--- config.mk ---
export PLATFORM = sky130hd
export DESIGN_NAME = syncer_pulse_arb
export DESIGN_NICKNAME = d
export VERILOG_FILES = /design/src/rtl/syncer_pulse_arb.sv
export SDC_FILE = /design/constraint.sdc
export NUM_CORES = 1
export LEC_CHECK = 0
export CAP_MARGIN = 10
export CORE_MARGIN = 5
export CORE_UTILIZATION = 49
export CTS_CLUSTER_SIZE = 20
export DETAILED_ROUTE_END_ITERATION = 16
export GPL_ROUTABILITY_DRIVEN = 0
export GPL_TIMING_DRIVEN = 0
export HOLD_SLACK_MARGIN = 0.02
export PLACE_DENSITY = 0.8
export SLEW_MARGIN = 20
export SYNTH_ARGS = -nofsm -noshare
export SYNTH_HDL_FRONTEND = slang
export SYNTH_SLANG_ARGS = --single-unit
--- constraint.sdc ---
create_clock -name clk -period 2.5 [get_ports clk]
set_input_delay 0.25 -clock clk [delete_from_list [all_inputs] [get_ports clk]]
set_output_delay 0.25 -clock clk [all_outputs]
set_load 0.03 [all_outputs]
--- src/rtl/syncer_pulse_arb.sv ---
// syncer_pulse_arb
//   Round-robin arbiter that shares one req/ack toggle pulse syncer between
//   NUM_SRC single-cycle event sources in the source clock domain. Events are
//   latched per source, granted one at a time, and each grant produces one
//   registered pulse_out with the source index on evt_id. After every issue
//   the arbiter holds off HOLDOFF cycles so the syncer round trip completes.
//
//   Optional feature: define SYNCER_PULSE_ARB_STATS_EN to build the saturating
//   drop counter. Undefined, drop_cnt is tied to 0 and no counter flops exist.
//
// Ports
//   clk        in   1        source-domain clock
//   resetn     in   1        asynchronous active-low reset
//   src_pulse  in   NUM_SRC  per-source event, one event per high cycle
//   flush      in   1        synchronous clear of pending events and drop_cnt
//   pulse_out  out  1        one-cycle pulse to the pulse syncer input
//   evt_id     out  ID_W     granted source index, held until the next grant
//   pending    out  NUM_SRC  per-source pending flags (registered)
//   busy       out  1        high whenever the FSM is not idle
//   drop_cnt   out  CNT_W    saturating count of coalesced events

module syncer_pulse_arb #(
  parameter int unsigned NUM_SRC = 4,
  parameter int unsigned ID_W    = 2,
  parameter int unsigned HOLDOFF = 8,
  parameter int unsigned CNT_W   = 8
) (
  input  logic               clk,
  input  logic               resetn,
  input  logic [NUM_SRC-1:0] src_pulse,
  input  logic               flush,
  output logic               pulse_out,
  output logic [ID_W-1:0]    evt_id,
  output logic [NUM_SRC-1:0] pending,
  output logic               busy,
  output logic [CNT_W-1:0]   drop_cnt
);

  localparam int unsigned HW = (HOLDOFF > 1) ? $clog2(HOLDOFF) : 1;

  typedef enum logic [1:0] {
    S_IDLE  = 2'd0,
    S_ISSUE = 2'd1,
    S_HOLD  = 2'd2
  } state_t;

  state_t             r_state;
  state_t             w_state_nxt;
  logic [NUM_SRC-1:0] r_pending;
  logic [ID_W-1:0]    r_ptr;
  logic [ID_W-1:0]    r_evt_id;
  logic               r_pulse_out;
  logic [HW-1:0]      r_cnt;

  logic               w_grant;
  logic               w_found;
  logic [ID_W-1:0]    w_idx;
  logic [ID_W-1:0]    w_cand;
  logic [ID_W-1:0]    w_ptr_nxt;
  logic [NUM_SRC-1:0] w_clr;
  logic [NUM_SRC-1:0] w_pending_nxt;

  // Round-robin pick: first pending source at or after r_ptr, wrapping.
  always_comb begin
    w_found = 1'b0;
    w_idx   = '0;
    w_cand  = '0;
    for (int unsigned off = 0; off < NUM_SRC; off++) begin
      w_cand = ID_W'((32'(r_ptr) + off) % NUM_SRC);
      if (!w_found && r_pending[w_cand]) begin
        w_found = 1'b1;
        w_idx   = w_cand;
      end
    end
  end

  assign w_grant   = (r_state == S_IDLE) && w_found;
  assign w_ptr_nxt = (w_idx == ID_W'(NUM_SRC - 1)) ? '0 : w_idx + 1'b1;
  assign w_clr     = w_grant ? (NUM_SRC'(1) << w_idx) : '0;

  // A new event on the source being granted wins over the grant-clear.
  always_comb begin
    w_pending_nxt = (r_pending & ~w_clr) | src_pulse;
    if (flush) begin
      w_pending_nxt = '0;
    end
  end

  // State register
  always_ff @(posedge clk or negedge resetn) begin
    if (!resetn) begin
      r_state <= S_IDLE;
    end else begin
      r_state <= w_state_nxt;
    end
  end

  // Next-state logic
  always_comb begin
    w_state_nxt = r_state;
    case (r_state)
      S_IDLE:  if (w_found) w_state_nxt = S_ISSUE;
      S_ISSUE: w_state_nxt = S_HOLD;
      S_HOLD:  if (r_cnt == '0) w_state_nxt = S_IDLE;
      default: w_state_nxt = S_IDLE;
    endcase
  end

  // Output logic
  always_comb begin
    busy = (r_state != S_IDLE);
  end

  // Datapath registers
  always_ff @(posedge clk or negedge resetn) begin
    if (!resetn) begin
      r_pending   <= '0;
      r_ptr       <= '0;
      r_evt_id    <= '0;
      r_pulse_out <= 1'b0;
      r_cnt       <= '0;
    end else begin
      r_pending   <= w_pending_nxt;
      r_pulse_out <= w_grant;
      if (w_grant) begin
        r_evt_id <= w_idx;
        r_ptr    <= w_ptr_nxt;
      end
      if (r_state == S_ISSUE) begin
        r_cnt <= HW'(HOLDOFF - 1);
      end else if (r_state == S_HOLD && r_cnt != '0) begin
        r_cnt <= r_cnt - 1'b1;
      end
    end
  end

  assign pulse_out = r_pulse_out;
  assign evt_id    = r_evt_id;
  assign pending   = r_pending;

`ifdef SYNCER_PULSE_ARB_STATS_EN
  localparam int unsigned SW = CNT_W + 5;

  logic [CNT_W-1:0]   r_drop_cnt;
  logic [NUM_SRC-1:0] w_drop;
  logic [SW-1:0]      w_drop_sum;

  // An event is lost when its source is already pending and not being granted.
  assign w_drop = src_pulse & r_pending & ~w_clr;

  always_comb begin
    w_drop_sum = SW'(r_drop_cnt);
    for (int unsigned i = 0; i < NUM_SRC; i++) begin
      w_drop_sum = w_drop_sum + SW'(w_drop[i]);
    end
  end

  always_ff @(posedge clk or negedge resetn) begin
    if (!resetn) begin
      r_drop_cnt <= '0;
    end else if (flush) begin
      r_drop_cnt <= '0;
    end else if (w_drop_sum > SW'({CNT_W{1'b1}})) begin
      r_drop_cnt <= '1;
    end else begin
      r_drop_cnt <= w_drop_sum[CNT_W-1:0];
    end
  end

  assign drop_cnt = r_drop_cnt;
`else
  assign drop_cnt = '0;
`endif

endmodule

## Word level (Yosys, flattened, before mapping)

Cells that the tools add are included.

- Logic and storage cells: 62
- ROM bits: 0
- RAM bits: 0
- Output and inout port bits: 16
- Bits in registers: 14
- Latch bits: 0
- Bits of input ports: 7
- Memories: 0

- Divide/modulo/power cells: 0
- Magnitude comparators: 4
- Eq/ne operators: 5
- Reduce and logical (&&, ||, !) cells: 14
- Bitwise logic cells: 3
- Shifts and indexed selects: 1
- Mux-type cells: 24
- $mul: 0
- $add $sub $neg: 5

Operators by type and width:

| kind | count |
|---|---|
| $mux 2 | 7 |
| $lt 2x3->1 const B | 4 |
| $bmux 1 s2 | 4 |
| $mux 1 | 8 |
| $mux 4 | 2 |
| $mux 3 | 2 |
| $pmux 2 s3 | 1 |
| $logic_and 1x1->1 | 5 |
| $add 2x1->2 const B | 2 |
| $add 2x2->2 const B | 2 |
| $and 4x4->4 | 1 |
| $eq 2x2->1 const B | 2 |
| $ne 2x2->1 const B | 2 |
| $not 4->4 | 1 |
| $or 4x4->4 | 1 |
| $reduce_bool 2->1 | 2 |
| $shl 1x2->4 const A | 1 |
| $logic_not 1->1 | 3 |
| $logic_not 3->1 | 1 |
| $reduce_bool 3->1 | 1 |
| $sub 3x1->3 const B | 1 |
| $eq 2x1->1 const B | 1 |
| $logic_not 2->1 | 1 |
| $reduce_and 2->1 | 1 |

## Longest topological paths before layout

Gate-level depths: netlist (run 1).

- Depth after elaboration: 18
- Gate-level depth with buffers: 8
- Mapped depth without buffers: 8

## Worst setup path after synthesis (run 1)

Ideal clock, no wire load.

- Path type: reg2reg
- Start point: reg r_pending[3], in the netlist pending[3]
- End point: reg r_pending[3], in the netlist pending[3]
- Required time: 2.382 ns
- Buffers on the path: 0
- Arrival: 1.815 ns
- Library setup time: 0.118 ns
- Setup slack: 0.568 ns
- Cell stages (with the launch flop): 9
- Cell sequence: dfrtp_1 -> inv_1 -> a22o_1 -> a221oi_1 -> and2_1 -> ha_1 -> nand3_1 -> a21oi_1 -> nor2_1

- Word-level cells in the longest chain between the ends: 18
- Elaborated cells on any way between the ends: 29
- Classes of those cells: shift (1); mux (18); bitwise (3); reduce/logical (7)

Ends and longest elaborated chain:

| what | RTL line | text |
|---|---|---|
| start, declared | 49 | `logic [NUM_SRC-1:0] r_pending;` |
| start signal, assigned | 123 | `r_pending <= w_pending_nxt;` |
| $bmux 1 s2 | 70 | `if (!w_found && r_pending[w_cand]) begin` |
| $mux 1 (implied by the code) | 70 |  |
| $mux 1 | 70 |  |
| $logic_not 1->1 | 70 |  |
| $logic_and 1x1->1 | 70 |  |
| $mux 1 | 70 |  |
| $logic_not 1->1 | 70 |  |
| $logic_and 1x1->1 | 70 |  |
| [4 not listed] | -- |  |
| via w_idx[0] | 57 | `logic [ID_W-1:0] w_idx;` |
| $shl 1x2->4 (*) | 79 | `assign w_clr = w_grant ? (NUM_SRC'(1) << w_idx) : '0;` |
| $mux 4 (*) | 79 |  |
| $not 4->4 (*) | 83 | `w_pending_nxt = (r_pending & ~w_clr) \| src_pulse;` |
| $and 4x4->4 (*) | 83 |  |
| $or 4x4->4 (*) | 83 |  |
| $mux 4 (*) | 84 | `if (flush) begin` |
| via w_pending_nxt[3] | 61 | `logic [NUM_SRC-1:0] w_pending_nxt;` |

The timed path passes the listed nets; every way through them passes the cells marked *. The select of a mux whose other input is x is not followed.
A chain may end at the register's enable or synchronous reset.

## Final worst setup path (run 1)

- Start point: reg r_state[1]
- End point: out busy

- Word-level cells in the longest chain between the ends: 1

Ends and longest elaborated chain:

| what | RTL line | text |
|---|---|---|
| start, declared | 47 | `state_t r_state;` |
| start signal, assigned | 94 | `r_state <= w_state_nxt;` |
| $reduce_bool 2->1 | 111 | `busy = (r_state != S_IDLE);` |
| end, declared | 35 | `output logic busy,` |

No other way between the ends.

==> run_results.csv, run 1 <==
group,metric,value,unit
die,pin_count,23,
clocking,clock_latency,290,ps
clocking,postCtsSetupBuffers,0,
run,max_cap_viol_count,0,
power,p_sw,474,uW
power,pwr-share-comb,50.7,%
synthesis,syn-instance-count,90,
clocking,tritoncts,"built",
critical_path,cp-end-kind,"primary output",
sta,setup-tns-final,0,ps
sta,period_share,87.7,%
die,num_rows,14,
final_layout,drive_gt1_share,14.8,%
global_routing,grt_pass1_wl,2730,um
synthesis,synth_cell_types,23,
final_layout,antenna_cells,0,
sta,final.setup_skew,5.04,ps
sta,period_needed,2190,ps
sta,maxSlewViolCount,0,
final_layout,stdcell_area,1050,um^2
place,numPortBuffers,14,
min_path,hp-class,"in2async",
critical_path,r2r_cells,8,
sta,final_hold_viol_count,0,
global_routing,grt_max_degree,15,
critical_path,crit_start,"r_state[1]",
critical_path,startpoint_type,"flop",
synthesis,synth.most_common_cell,"dfrtp_1",
power,ir_drop,0.660,mV
global_routing,antenna_found_initial,0,
clocking,clock-sinks,14,
global_routing,grt_pass1_vias,644,
detailed_routing,drt-pass1-iter-count,4,
power,cell_internal_pwr,628,uW
sta,grt_setup_unrepaired,"no",
synthesis,avgSynthCellArea,9.16,um^2
place,dp_hpwl,1200,um
clocking,htreeDepth,1,
detailed_routing,wl,1580,um
die,fp.dieH,51.0,um
synthesis,synth_top_family_by_area,"simple AND/OR/NAND/NOR gates",
sta,worst_pin_slew,646,ps
status,outcome,"completed",
power,pwr-share-seq,34.1,%
final_layout,num-nets-final,129,
critical_path,cp_max_fo,6,
critical_path,critPathArrivalTime,1940,ps
synthesis,ys_seq_area_share,42.5,%
sta,setup_viol,0,
sta,hold_slack,340,ps
synthesis,synthAdderAreaFrac,9.10,%
global_routing,gr-total-overflow,0,
sta,relSlewSlack,56.8,%
critical_path,regToRegEndpoint,"pending[3]",
detailed_routing,vias_per_cell,4.98,
power,p_leak,0.537,nW
clocking,cts.clk_slew.worst_paths,90,ps
die,core_area,1560,um^2
synthesis,synthXorXnorAreaFrac,0,%
synthesis,synth_common_cells,"14 x dfrtp_1, 11 x a21oi_1, 10 x nor2_1",
clocking,hold_buffers,0,
power,switching_share,43.0,%
detailed_routing,num_vias,652,
global_routing,globalRouteTotalUtil,14.0,%
synthesis,synthArstFlopShare,100,%
detailed_routing,ant_nets,0,
synthesis,synth.mux.area_fraction,3.03,%
synthesis,synth-compound-area-share,14.1,%
critical_path,rr_startpoint,"pending[3]",
synthesis,synth.area.top_cells,"dfrtp_1 42%, ha_1 9.1%, buf_4 7.3%, a21oi_1 6.7%, nor2_1 4.6%",
clocking,cts_resized,0,
synthesis,synthesis.area,825,um^2
power,p_per_area,1050,nW/um^2
synthesis,synth_top_area_share,42.5,%
detailed_routing,wire_per_inst,12.0,um
final_layout,syn_to_final_growth,27.0,%
synthesis,ys.flop_type,"dfrtp_1",
die,die_area,2600,um^2
synthesis,yosysWarnings,0,
sta,fmax,456,MHz
detailed_routing,route.detailed.drc,0,
power,p_clk_share,15.2,%
clocking,root_buffer,"clkbuf_4",
critical_path,worstSetupPathType,"reg2out",
detailed_routing,first_iter_violations,10,
synthesis,synth_simple_gate_area_share,17.0,%
die,die_w,51.0,um
synthesis,synth_edf_count,0,
critical_path,r2r_slack,480,ps
critical_path,worstPathRequired,2250,ps
clocking,clk_path_buf_depth,2,
synthesis,ys_seq_elements,14,
die,initial_core_util,52.9,%
synthesis,synth_area_leader_cell,"dfrtp_1",
place,place_area,1010,um^2
clocking,cts_made_buffers,3,
metrics by stage:
stage                     setup WS, ps  total power [mW]  utilization [%]  cells
after floorplan                    568             0.778                -     97
after global placement             524             0.917             64.8    127
after detailed placement           541             0.937             64.8    127
after CTS                          294              1.11             67.2    131
after global routing               173              1.19             67.2    131
final                              307              1.10             67.2    131
cells by family after synthesis:
family | after synthesis
buffers and inverters | 19
multiplexers | 2
AND/OR/NAND/NOR | 27
adder cells (fa/ha/maj) | 6
other | 1
AO/OA/AOI/OAI | 21
flip-flops | 14
flip-flops by register name, summed over array words and instances (netlist names):
signal / cells
pending: 4
r_cnt: 3
r_ptr: 2
evt_id: 2
r_state: 2
pulse_out: 1
layer usage:
metal / global-route usage [%] / wire length [um]
met5: 0 / 0
met4: 8.07 / 27
met3: 4.07 / 109
met2: 22.3 / 739
met1: 16.7 / 701
power by group through the flow:
stage / Combinational (mW) / Clock, mW / Sequential (mW)
after floorplan: 0.355 / 0 / 0.423
after global placement: 0.541 / 0 / 0.377
after detailed placement: 0.557 / 0 / 0.380
after CTS: 0.565 / 0.170 / 0.376
after global routing: 0.622 / 0.180 / 0.392
final: 0.559 / 0.168 / 0.376
worst max-delay path, cell delays in order, from the launching register on:
cell	delay [ps]
dfrtp_1	440
nor2_1	520
inv_1	80
clkdlybuf4s50_1	610
worst max-delay path by stage:
stage,slack (ps),to
2_1_floorplan,570,pending[3]
3_3_place_gp,520,pending[3]
3_5_place_dp,540,pending[3]
4_1_cts,290,busy
6_report,310,busy
5_1_grt,170,busy
cell usage in the layout (no fill, tap or decap), drive strengths merged, types with 3 or more instances in the layout:
cell           Yosys  routed
a21oi             11      11
buf                9       9
clkbuf             0       4
clkdlybuf4s50      0      14
conb               1       8
dfrtp             14      14
ha                 6       6
inv               10      10
nand2              8       8
nand2b             3       3
nand3              4       4
nor2              10      10
o21ai              6       6
layout make-up:
cell class	count	area, um^2
repair buffers	14	140
well taps	16	20.0
flip-flops and latches	14	350
fillers	130	512
plain buffers	9	71.3
multi-input cells	64	387
clock buffers	4	36.3
inverters	10	42.5
Power figures use the tool's default switching activity.
==> run 2: changes to the inputs <==
--- a/config.mk
+++ b/config.mk
@@ -5,15 +5,17 @@
 export SDC_FILE = /design/constraint.sdc
 export NUM_CORES = 1
 export LEC_CHECK = 0
+export ABC_CLOCK_PERIOD_IN_PS = 2500
 export CAP_MARGIN = 10
 export CORE_MARGIN = 5
-export CORE_UTILIZATION = 49
-export CTS_CLUSTER_SIZE = 20
+export CORE_UTILIZATION = 55
+export CTS_CLUSTER_SIZE = 25
 export DETAILED_ROUTE_END_ITERATION = 16
+export DONT_BUFFER_PORTS = 1
 export GPL_ROUTABILITY_DRIVEN = 0
 export GPL_TIMING_DRIVEN = 0
 export HOLD_SLACK_MARGIN = 0.02
-export PLACE_DENSITY = 0.8
+export PLACE_DENSITY = 0.69
 export SLEW_MARGIN = 20
 export SYNTH_ARGS = -nofsm -noshare
 export SYNTH_HDL_FRONTEND = slang
==> run_results.csv, run 2 (synthesis results as in run 1) <==
group,metric,value,unit
detailed_routing,wl_met3,62,um
sta,final_hold_viol_count,0,
final_layout,multi_input_area,387,um^2
final_layout,final_common_cell,"dfrtp_1",
detailed_routing,routed.top_layer,"met4",
detailed_routing,drt-pass1-iter-count,4,
detailed_routing,num_vias,587,
global_routing,grt_pass1_vias,519,
sta,setup-tns-final,0,ps
power,pwr-share-comb,41.1,%
sta,maxSlewViolCount,0,
final_layout,syn_to_final_growth,12.4,%
sta,setup_viol,0,
die,die_w,48.7,um
critical_path,worstPathRequired,2680,ps
critical_path,worstSetupPathType,"reg2reg",
clocking,cts.clk_slew.worst_paths,90,ps
run,max_cap_viol_count,0,
critical_path,cp_max_fo,6,
power,p_leak,0.492,nW
global_routing,antenna_found_initial,0,
global_routing,globalRouteTotalUtil,13.5,%
clocking,tritoncts,"built",
min_path,hp-class,"in2reg",
clocking,htreeDepth,1,
clocking,clock-sinks,14,
final_layout,final_cells,119,
sta,fmax,447,MHz
detailed_routing,route.detailed.drc,0,
die,fp.dieH,48.7,um
detailed_routing,vias_per_cell,4.93,
power,p_clk_share,16.1,%
detailed_routing,wl,1450,um
clocking,root_buffer,"clkbuf_4",
global_routing,grt_max_degree,15,
final_layout,regArea,350,um^2
sta,worst_pin_slew,632,ps
status,outcome,"completed",
clocking,clock_latency,280,ps
place,numPortBuffers,0,
final_layout,drive_gt1_share,16.5,%
global_routing,grt_pass1_wl,2420,um
power,pwr-share-seq,42.8,%
die,initial_core_util,56.0,%
global_routing,gr-total-overflow,0,
final_layout,largest_reg_flops,4,
critical_path,critPathArrivalTime,2410,ps
die,num_rows,14,
sta,grt_setup_unrepaired,"no",
final_layout,layout_common_cells,"14 x dfrtp_1, 11 x a21oi_1, 10 x nor2_1",
critical_path,crit_buf_inv,1,
detailed_routing,wl_met2,635,um
die,core_area,1470,um^2
die,pin_count,23,
detailed_routing,first_iter_violations,17,
sta,final.setup_skew,2.24,ps
critical_path,path_delay_family,"compound AO/OA/AOI/OAI gates",
sta,relSlewSlack,57.7,%
clocking,clk_path_buf_depth,2,
place,dp_hpwl,1080,um
detailed_routing,wire_per_inst,12.2,um
detailed_routing,ant_nets,0,
power,cell_internal_pwr,561,uW
place,placed_cells,113,
final_layout,num-nets-final,117,
detailed_routing,drt-met1-wl,717,um
critical_path,cp_slowest_cell,"dfrtp_1",
final_layout,antenna_cells,0,
critical_path,cp-end-kind,"flop",
critical_path,slowest_delay,610,ps
sta,period_share,89.5,%
power,p_sw,459,uW
critical_path,startpoint_type,"flop",
final_layout,fill_cells,124,
clocking,cts_made_buffers,3,
critical_path,crit_chain,"inv_1 > a22o_1 > a221oi_1 > and2_1 > ha_1 > nand3_1 > a21oi_1 > nor2_1",
power,switching_share,45.0,%
die,die_area,2370,um^2
power,ir_drop,0.685,mV
sta,period_needed,2240,ps
power,p_per_area,1100,nW/um^2
-- run 2: changes by cell type in the layout (fill, tap and decap cells not counted) --
cell             change
clkdlybuf4s50_1     -14
dlygate4sd3_1        +2
-- run 2: path summary, 6_finish.rpt --
kind,from,end,slack (ps),depth (start not counted)
max,pending[3],pending[3],260,8
min,src_pulse[0],pending[0],90,2
max reg2reg,pending[3],pending[3],260,8
min reg2reg,r_state[1],r_cnt[0],560,1
max in group asynchronous,resetn,evt_id[1],1670,1
min in group asynchronous,resetn,pulse_out,420,1
-- run 2: timing repair --
action / 4_1_cts / 5_1_grt
setup buffers: 0 / 0
endpoints found under the hold margin: 18 / 0
gates resized for setup: 0 / 0
endpoints found under the setup margin: 0 / 0
hold buffers: 2 / 0
-- run 2: power groups by stage --
stage / Clock (mW) / Sequential (mW) / Combinational, mW
after floorplan: 0 / 0.423 / 0.355
after global placement: 0 / 0.441 / 0.398
after detailed placement: 0 / 0.442 / 0.414
after CTS: 0.171 / 0.437 / 0.424
after global routing: 0.184 / 0.450 / 0.485
final: 0.164 / 0.437 / 0.419
-- run 2: metal layers --
metal | GRT usage, % | vias to the layer above
met2 | 17.0 | 14
met3 | 3.99 | 4
li1 | - | 307
met4 | 10.8 | 0
met1 | 18.8 | 262
met5 | 0 | -
-- run 2: area by class of cell --
cell class / instances / share of cell area (%)
Sequential cell: 14 / 37.8
Timing Repair Buffer: 2 / 2.16
Clock buffer: 4 / 3.91
Multi-Input combinational cell: 64 / 41.7
Buffer: 9 / 7.69
Tap cell: 16 / 2.16
Inverter: 10 / 4.59
-- run 2: worst reg2reg max path, cell delays in order (launching register included) --
cell and delay, ps:
dfrtp_1 610, inv_1 80, a22o_1 230, a221oi_1 490, and2_1 230, ha_1 150
nand3_1 100, a21oi_1 180, nor2_1 50
-- run 2: stage by stage --
step | total power [mW] | util (%) | hold slack, ps | area (um^2) | setup WS [ps]
detailed placement | 0.856 | 59.2 | -45.2 | 871 | 292
floorplan | 0.778 | - | -45.6 | 851 | 568
global placement | 0.839 | 59.2 | -45.2 | 871 | 306
global route | 1.12 | 63.0 | 71.9 | 927 | 64.6
finish | 1.02 | 63.0 | 91.4 | 927 | 263
CTS | 1.03 | 63.0 | 81.0 | 927 | 269
